**src/rtl/pipeline_ctrl_if.sv**
```systemverilog
// pipeline_ctrl_if: hazard/handshake inputs and stage enable/flush outputs of pipeline_ctrl_unit
interface pipeline_ctrl_if;
  logic [4:0] id_rs1_addr_i, id_rs2_addr_i, ex_rd_addr_i;
  logic id_uses_rs1_i, id_uses_rs2_i, ex_MemRead_i, ex_redirect_i, mem_req_i, mem_ready_i;
  logic pc_en_o, if_id_en_o, if_id_flush_o, id_ex_en_o, id_ex_flush_o, ex_mem_en_o, mem_wb_en_o;
  logic mem_timeout_o;
  logic [1:0] state_o;
  logic [31:0] stall_cycles_o, flush_count_o;
  modport master (
    output id_rs1_addr_i, id_rs2_addr_i, ex_rd_addr_i, id_uses_rs1_i, id_uses_rs2_i,
           ex_MemRead_i, ex_redirect_i, mem_req_i, mem_ready_i,
    input  pc_en_o, if_id_en_o, if_id_flush_o, id_ex_en_o, id_ex_flush_o, ex_mem_en_o,
           mem_wb_en_o, mem_timeout_o, state_o, stall_cycles_o, flush_count_o
  );
  modport slave (
    input  id_rs1_addr_i, id_rs2_addr_i, ex_rd_addr_i, id_uses_rs1_i, id_uses_rs2_i,
           ex_MemRead_i, ex_redirect_i, mem_req_i, mem_ready_i,
    output pc_en_o, if_id_en_o, if_id_flush_o, id_ex_en_o, id_ex_flush_o, ex_mem_en_o,
           mem_wb_en_o, mem_timeout_o, state_o, stall_cycles_o, flush_count_o
  );
endinterface

```
**src/rtl/pipeline_ctrl_unit.sv**
```systemverilog
// pipeline_ctrl_unit: 5-stage pipeline sequencer (stall/flush/timeout); PIPE_CTRL_PERF_CNT_EN adds perf counters
module pipeline_ctrl_unit #(
  parameter int MEM_TIMEOUT = 255
) (
  input logic clk,
  input logic rst_n,
  pipeline_ctrl_if.slave p
);
  localparam int W = $clog2(MEM_TIMEOUT + 1);
  localparam logic [W-1:0] LAST = W'(MEM_TIMEOUT - 1);
  typedef enum logic [1:0] {RUN = 2'd0, MEM_WAIT = 2'd1, HALT = 2'd2} state_t;
  state_t state, state_n;
  logic [W-1:0] wait_cnt, wait_cnt_n;
  logic freeze, load_use, halt, active, timeout;
  always_comb begin
    freeze = p.mem_req_i & ~p.mem_ready_i;
    load_use = p.ex_MemRead_i & (p.ex_rd_addr_i != 5'd0) &
               ((p.id_uses_rs1_i & (p.id_rs1_addr_i == p.ex_rd_addr_i)) |
                (p.id_uses_rs2_i & (p.id_rs2_addr_i == p.ex_rd_addr_i)));
    halt = !(state == RUN || state == MEM_WAIT);
    active = !halt && !freeze;
    p.pc_en_o = active && (p.ex_redirect_i || !load_use);
    p.if_id_en_o = p.pc_en_o;
    p.if_id_flush_o = active && p.ex_redirect_i;
    p.id_ex_en_o = active;
    p.id_ex_flush_o = active && (p.ex_redirect_i || load_use);
    p.ex_mem_en_o = active;
    p.mem_wb_en_o = active;
  end
  always_comb begin
    state_n = HALT;
    wait_cnt_n = wait_cnt;
    case (state)
      RUN: begin
        state_n = freeze ? (MEM_TIMEOUT == 1 ? HALT : MEM_WAIT) : RUN;
        wait_cnt_n = freeze ? W'(1) : '0;
      end
      MEM_WAIT: begin
        state_n = !freeze ? RUN : (wait_cnt == LAST ? HALT : MEM_WAIT);
        wait_cnt_n = freeze ? wait_cnt + 1'b1 : '0;
      end
      default: state_n = HALT;
    endcase
  end
  always_ff @(posedge clk or negedge rst_n)
    if (!rst_n) begin
      state <= RUN;
      wait_cnt <= '0;
      timeout <= 1'b0;
    end else begin
      state <= state_n;
      wait_cnt <= wait_cnt_n;
      timeout <= timeout | (state_n == HALT);
    end
  assign p.state_o = state;
  assign p.mem_timeout_o = timeout;
`ifdef PIPE_CTRL_PERF_CNT_EN
  logic [31:0] stall_cnt, flush_cnt;
  always_ff @(posedge clk or negedge rst_n)
    if (!rst_n) begin
      stall_cnt <= '0;
      flush_cnt <= '0;
    end else begin
      stall_cnt <= stall_cnt + 32'(!p.pc_en_o && !halt);
      flush_cnt <= flush_cnt + 32'(p.if_id_flush_o);
    end
  assign p.stall_cycles_o = stall_cnt;
  assign p.flush_count_o = flush_cnt;
`else
  assign p.stall_cycles_o = '0;
  assign p.flush_count_o = '0;
`endif
endmodule

```
**src/flat_wrapper.sv**
```systemverilog
// flat-port wrapper written by rule: the top's interface ports become plain ports
module pipeline_ctrl_unit_flat 
#(
  parameter int MEM_TIMEOUT = 255
)
  (clk, rst_n, p_id_rs1_addr_i, p_id_rs2_addr_i, p_ex_rd_addr_i, p_id_uses_rs1_i, p_id_uses_rs2_i, p_ex_MemRead_i, p_ex_redirect_i, p_mem_req_i, p_mem_ready_i, p_pc_en_o, p_if_id_en_o, p_if_id_flush_o, p_id_ex_en_o, p_id_ex_flush_o, p_ex_mem_en_o, p_mem_wb_en_o, p_mem_timeout_o, p_state_o, p_stall_cycles_o, p_flush_count_o);
  pipeline_ctrl_if p_i ();
  input logic clk;
  input logic rst_n;
  input wire logic [$bits(p_i.id_rs1_addr_i)-1:0] p_id_rs1_addr_i;
  input wire logic [$bits(p_i.id_rs2_addr_i)-1:0] p_id_rs2_addr_i;
  input wire logic [$bits(p_i.ex_rd_addr_i)-1:0] p_ex_rd_addr_i;
  input wire logic [$bits(p_i.id_uses_rs1_i)-1:0] p_id_uses_rs1_i;
  input wire logic [$bits(p_i.id_uses_rs2_i)-1:0] p_id_uses_rs2_i;
  input wire logic [$bits(p_i.ex_MemRead_i)-1:0] p_ex_MemRead_i;
  input wire logic [$bits(p_i.ex_redirect_i)-1:0] p_ex_redirect_i;
  input wire logic [$bits(p_i.mem_req_i)-1:0] p_mem_req_i;
  input wire logic [$bits(p_i.mem_ready_i)-1:0] p_mem_ready_i;
  output wire logic [$bits(p_i.pc_en_o)-1:0] p_pc_en_o;
  output wire logic [$bits(p_i.if_id_en_o)-1:0] p_if_id_en_o;
  output wire logic [$bits(p_i.if_id_flush_o)-1:0] p_if_id_flush_o;
  output wire logic [$bits(p_i.id_ex_en_o)-1:0] p_id_ex_en_o;
  output wire logic [$bits(p_i.id_ex_flush_o)-1:0] p_id_ex_flush_o;
  output wire logic [$bits(p_i.ex_mem_en_o)-1:0] p_ex_mem_en_o;
  output wire logic [$bits(p_i.mem_wb_en_o)-1:0] p_mem_wb_en_o;
  output wire logic [$bits(p_i.mem_timeout_o)-1:0] p_mem_timeout_o;
  output wire logic [$bits(p_i.state_o)-1:0] p_state_o;
  output wire logic [$bits(p_i.stall_cycles_o)-1:0] p_stall_cycles_o;
  output wire logic [$bits(p_i.flush_count_o)-1:0] p_flush_count_o;
  assign p_i.id_rs1_addr_i = p_id_rs1_addr_i;
  assign p_i.id_rs2_addr_i = p_id_rs2_addr_i;
  assign p_i.ex_rd_addr_i = p_ex_rd_addr_i;
  assign p_i.id_uses_rs1_i = p_id_uses_rs1_i;
  assign p_i.id_uses_rs2_i = p_id_uses_rs2_i;
  assign p_i.ex_MemRead_i = p_ex_MemRead_i;
  assign p_i.ex_redirect_i = p_ex_redirect_i;
  assign p_i.mem_req_i = p_mem_req_i;
  assign p_i.mem_ready_i = p_mem_ready_i;
  assign p_pc_en_o = p_i.pc_en_o;
  assign p_if_id_en_o = p_i.if_id_en_o;
  assign p_if_id_flush_o = p_i.if_id_flush_o;
  assign p_id_ex_en_o = p_i.id_ex_en_o;
  assign p_id_ex_flush_o = p_i.id_ex_flush_o;
  assign p_ex_mem_en_o = p_i.ex_mem_en_o;
  assign p_mem_wb_en_o = p_i.mem_wb_en_o;
  assign p_mem_timeout_o = p_i.mem_timeout_o;
  assign p_state_o = p_i.state_o;
  assign p_stall_cycles_o = p_i.stall_cycles_o;
  assign p_flush_count_o = p_i.flush_count_o;
  pipeline_ctrl_unit #(.MEM_TIMEOUT(MEM_TIMEOUT)) u_core (.clk(clk), .rst_n(rst_n), .p(p_i));
endmodule
```
**config.mk**
```make
export PLATFORM = sky130hd
export DESIGN_NAME = pipeline_ctrl_unit_flat
export DESIGN_NICKNAME = d
export VERILOG_FILES = /design/src/rtl/pipeline_ctrl_if.sv /design/src/rtl/pipeline_ctrl_unit.sv /design/src/flat_wrapper.sv
export SDC_FILE = /design/constraint.sdc
export NUM_CORES = 1
export LEC_CHECK = 0
export CAP_MARGIN = 20
export CELL_PAD_IN_SITES_DETAIL_PLACEMENT = 2
export CELL_PAD_IN_SITES_GLOBAL_PLACEMENT = 2
export CORE_MARGIN = 5
export CORE_UTILIZATION = 18
export CTS_CLUSTER_SIZE = 20
export DETAILED_ROUTE_END_ITERATION = 6
export HOLD_SLACK_MARGIN = 0.08
export PLACE_DENSITY_LB_ADDON = 0.1
export SYNTH_ARGS = -nofsm -noshare
export SYNTH_HDL_FRONTEND = slang
export SYNTH_SLANG_ARGS = --single-unit
```
**constraint.sdc**
```tcl
create_clock -name clk -period 2.9 [get_ports clk]
set_input_delay 0.58 -clock clk [delete_from_list [all_inputs] [get_ports clk]]
set_output_delay 0.58 -clock clk [all_outputs]
set_load 0.05 [all_outputs]
```
Yosys cells after proc, flatten, opt, wreduce, memory -nomap -nowiden. Index checks and enable logic that the tools add are counted.

Word-level logic and storage cells: 36. Register bits: 11.

Multiplexer cells: 7. Reductions and logical operators: 12. Eq/ne operators: 5. Bitwise gates (word level): 8. Add/subtract/negate cells: 1.

Operator list (number): $pmux 8 s2 (1); $eq 5x5->1 (2); $add 8x1->8 const B (1); $eq 8x8->1 const B (1); $mux 8 (1); $and 1x1->1 (5); $reduce_bool 5->1 (1); $logic_and 1x1->1 (4); $mux 2 (2); $pmux 2 s2 (1); $logic_or 1x1->1 (3); $eq 2x1->1 const B (1); $eq 2x2->1 const B (1); $logic_not 1->1 (2); $logic_not 2->1 (1); $mux 1 (2); $or 1x1->1 (2); $reduce_bool 2->1 (1); $not 1->1 (1).

Logic depth before layout (Yosys ltp).
Word-level depth: 7. Gate-level depth with buffers: 6.

Least setup slack after synthesis. No wires, ideal clock.

Path type: input to output. Start point: in p_mem_req_i. End point: out p_pc_en_o. Path buffers: 1. Data required time: 2.320 ns. Cell stages on the path: 4. Data arrival time: 2.400 ns. Slack: -0.080 ns. Path through: nor2b_1 -> nor2_1 -> o31a_1 -> buf_4.

Longest elaborated chain between the ends: 4.

RTL lines: start, declared (line flat_wrapper.sv:17) `input wire logic [$bits(p_i.mem_req_i)-1:0] p_mem_req_i;`; $and 1x1->1 (line pipeline_ctrl_unit.sv:16) `freeze = p.mem_req_i & ~p.mem_ready_i;`; $logic_not 1->1 (line pipeline_ctrl_unit.sv:21) `active = !halt && !freeze;`; $logic_and 1x1->1 (line pipeline_ctrl_unit.sv:21); via p_ex_mem_en_o (line flat_wrapper.sv:24) `output wire logic [$bits(p_i.ex_mem_en_o)-1:0] p_ex_mem_en_o;`; $logic_and 1x1->1 (line pipeline_ctrl_unit.sv:22) `p.pc_en_o = active && (p.ex_redirect_i || !load_use);`; end, declared (line flat_wrapper.sv:19) `output wire logic [$bits(p_i.pc_en_o)-1:0] p_pc_en_o;`.

The timed path passes the listed nets, and every way through them passes these cells.

Final worst setup path.
Start point: in p_id_rs1_addr_i[4]. End point: out p_id_ex_flush_o.

Longest elaborated chain between the ends: 6.

RTL lines: start, declared (line flat_wrapper.sv:10) `input wire logic [$bits(p_i.id_rs1_addr_i)-1:0] p_id_rs1_addr_i;`; $eq 5x5->1 (line pipeline_ctrl_unit.sv:18) `((p.id_uses_rs1_i & (p.id_rs1_addr_i == p.ex_rd_addr_i)) |`; $and 1x1->1 (line pipeline_ctrl_unit.sv:18); $or 1x1->1 (line pipeline_ctrl_unit.sv:18); $and 1x1->1 (line pipeline_ctrl_unit.sv:17) `load_use = p.ex_MemRead_i & (p.ex_rd_addr_i != 5'd0) &`; $logic_or 1x1->1 (line pipeline_ctrl_unit.sv:26) `p.id_ex_flush_o = active && (p.ex_redirect_i || load_use);`; $logic_and 1x1->1 (line pipeline_ctrl_unit.sv:26); end, declared (line flat_wrapper.sv:23) `output wire logic [$bits(p_i.id_ex_flush_o)-1:0] p_id_ex_flush_o;`.

Every way passes these cells.

==> summary.txt <==
Synth
  • Sequential-to-total area share from yosys stat: 22.5%
  • Post-Synthesis Cells: 146
  • YS warnings: 0
  • Syn Area/Cell: 8.36 um2
  • Flop and latch count out of synthesis: 11
  • Netlist Area Pre-Place: 0.00122 mm2
  • Synth cell types: 34

Pwr
  • Cell Pwr Density: 399 mW/mm2
  • Pleak: 0.815 nW
  • Comb power frac: 49.4%
  • Internal Power: 0.318 mW
  • Power share of the clock group: 25.1%
  • Switching portion of total power: 48.6%
  • Max rail drop VDD: 0.0000854 V
  • Switching pwr: 0.301 mW
  • Sequential Power Share: 25.5%

Critical path
  • WP data arrival: 2180 ps
  • R2r startpoint: u_core.p.state_o[1]
  • FF-to-FF setup slack: 1330 ps
  • Crit path launch: p_id_rs1_addr_i[4]
  • Worst setup SP type: primary input
  • Crit-path slowest cell: clkdlybuf4s50_1
  • Crit path depth: 6
  • Crit path largest cell delay: 420 ps
  • Max FO, Critical Path: 2
  • Kind of critical path: in -> out
  • Crit path max-delay family: buffers and inverters
  • Cells on worst reg2reg path: 5
  • Worst Setup EP: p_id_ex_flush_o
  • CP cell instances: clkdlybuf4s50_1 > xor2_1 > nor4_1 > a32oi_1 > o41ai_2 > bufbuf_16
  • Worst Setup End Kind: output pin
  • Worst R2R End: u_core.wait_cnt[7]
  • CP Buf/Inv Count: 2
  • CP Data Required Time: 2320 ps

Cells and area
  • Non-filler cells, final: 259
  • Final nets: 205
  • Diodes inserted: 0
  • Share of cells above drive strength 1: 10.1%
  • Synth-to-Final Area Change: 26.8%

Floorplanning
  • Rows: 30
  • Die H: 92.4 um
  • Die width: 92.4 um
  • CORE AREA: 0.00668 mm2
  • Die ar.: 0.00853 mm2
  • IO Count: 97
  • Initial Util: 18.3%

Global route
  • Pin count of the biggest net entering global routing: 16
  • First-pass GRT wire length: 5440 um
  • Vias in the first global route: 1086
  • Gr ovfl total: 0
  • Initial antenna violation count: 0
  • Gr usage total: 7.90%

Placement
  • Post-Place Cells: 255
  • Port bufs: 32
  • RePlAce Congestion: 0.781
  • DP HPWL: 2950 um

Timing
  • Peak Freq: 363 MHz
  • Min Hold Slack: 491 ps
  • Clk_skew: 2.16 ps
  • Share of the clock period used by the worst path: 95.0%
  • Crit path time final: 2760 ps
  • Count of final hold-check violations: 0
  • Worst slew pin tran: 532 ps
  • Slew Limit Fails: 0
  • Setup-failing EPs final: 0
  • Rel. slew slack: 64.4%

Clock tree
  • CTS tree: built
  • Hold-fix buffers, CTS: 0
  • Reg clk slew, reported paths: 50 ps
  • Clk_lat worst skew: 240 ps
  • CTS Buf Count: 3
  • CTS Buffer Depth: 2
  • CTS Sinks: 11
  • H-tree levels: 1
  • Clock root cell: clkbuf_8
  • Post-CTS setup buffers: 0

Route
  • Detailed-route via count: 887
  • Wire length per cell: 13.0 um
  • Routed wl met2: 1720 um
  • DRT antenna net count: 0
  • DRC violations left: 0
  • Initial DRC count: 17
  • Post-Route WL: 3360 um
  • Top sig layer: met4
  • Met3 wire length: 363 um
  • Metal-1 WL: 1270 um
  • Pre-antenna DRT Iters: 4
  • Via-to-Cell Ratio: 3.42

Status
  • Status: complete, no violations

Job
  • Max-cap viol count: 0

Min path
  • Worst min path class: reg -> reg
==> routing by layer <==
| layer | vias to the layer above | GRT usage (%) |
|---|---|---|
| met5 | - | 0 |
| met4 | 0 | 1.86 |
| met3 | 2 | 3.66 |
| met2 | 50 | 13.3 |
| met1 | 420 | 9.10 |
| li1 | 415 | - |
==> through the flow <==
step	total power [mW]	TNS [ps]	setup WS (ps)	cell area, um2	util, %
2_1_floorplan	0.457	0	182	1460	-
5_1_grt	0.648	-2.99	-2.99	1550	23.2
6_report	0.618	0	144	1550	23.2
3_3_place_gp	0.461	0	7.18	1460	21.9
4_1_cts	0.622	0	58.0	1510	22.5
3_5_place_dp	0.461	-1.14	-1.14	1460	21.9
==> synth_stat cells <==
cell type,instances,area share [%]
ha_1,2,2.0
nand4_1,1,0.51
nor4_2,1,1.0
xnor2_1,3,2.2
nand2b_1,1,0.51
buf_4,67,41
nand4bb_1,1,0.92
nand2_1,9,2.8
buf_2,1,0.41
conb_1,1,0.31
o21ai_1,1,0.41
a211oi_1,1,0.61
o21ai_0,9,3.7
or4_1,1,0.61
o31ai_1,2,1.2
clkbuf_1,1,0.31
and2_0,1,0.51
nor2_1,4,1.2
or2_2,1,0.51
a21oi_1,1,0.41
o41ai_2,1,1.3
nor2b_1,2,1.0
and3_1,1,0.51
nand3_1,2,0.82
a21o_1,2,1.2
nor4_1,1,0.51
a32oi_1,1,0.72
o31a_1,1,0.72
and4_1,1,0.72
nor3_1,2,0.82
nor3b_1,1,0.61
inv_1,2,0.61
xor2_1,9,6.5
dfrtp_1,11,23
==> layout make-up <==
type | count | area, um2
fillers | 810 | 5130
clock buffers | 4 | 45.0
flip-flops and latches | 11 | 275
inverters | 2 | 7.51
well taps | 80 | 100
repair buffers | 35 | 448
multi-input cells | 127 | 673
==> kinds of logic (layout without fill, tap and decap cells) <==
kind of cell    Yosys count  count (layout)  synth area share, %
buf+inv                  71              41                 42.5
simple gates             30              30                 13.6
compound gates           19              19                 10.3
xor+xnor                 12              12                 8.61
flops                    11              11                 22.5
fa+ha+maj                 2               2                 2.05
other cells               1              64                0.307
==> placed cells by master (no fill, tap or decap), drive strengths merged, types with 2 or more instances in the layout <==
cell type	n
a21o	2
buf	9
clkbuf	4
clkdlybuf4s50	16
conb	64
dfrtp	11
dlymetal6s2s	9
ha	2
inv	2
nand2	9
nand3	2
nor2	4
nor2b	2
nor3	2
nor4	2
o21ai	10
o31ai	2
xnor2	3
xor2	9
==> registers in the layout, indices dropped and copies added (netlist names) <==
register	flops
u_core.p.mem_timeout_o	1
u_core.wait_cnt	8
u_core.p.state_o	2
==> power by group through the flow <==
stage | clock network (mW) | registers [mW] | logic, mW
2_1_floorplan | 0 | 0.162 | 0.295
3_3_place_gp | 0 | 0.160 | 0.301
3_5_place_dp | 0 | 0.160 | 0.301
4_1_cts | 0.163 | 0.158 | 0.302
5_1_grt | 0.169 | 0.158 | 0.321
6_report | 0.155 | 0.158 | 0.306
==> worst register-to-register path: stages, from the launching register on <==
cell       delay [ps]
dfrtp_1           390
buf_4             200
nand4bb_1         460
a21oi_1           250
o21ai_0            90
o31ai_1            70
==> what timing repair did <==
item | 4_1_cts | 5_1_grt
setup endpoints to repair | 1 | 3
pin swaps | 1 | 4
gates resized for setup | 0 | 11
==> worst min path at each step <==
stage / slack (ps) / end / startpoint / cells past startpoint
finish: 490 / u_core.wait_cnt[7] / u_core.wait_cnt[7] / 1
global route: 520 / u_core.p.mem_timeout_o / u_core.p.mem_timeout_o / 1
CTS: 500 / u_core.p.mem_timeout_o / u_core.p.mem_timeout_o / 1
detailed placement: 470 / u_core.p.mem_timeout_o / u_core.p.mem_timeout_o / 1
global placement: 470 / u_core.p.mem_timeout_o / u_core.p.mem_timeout_o / 1
floorplan: 280 / u_core.p.mem_timeout_o / rst_n / 0
Note: power is estimated with default switching activity, not from simulation.
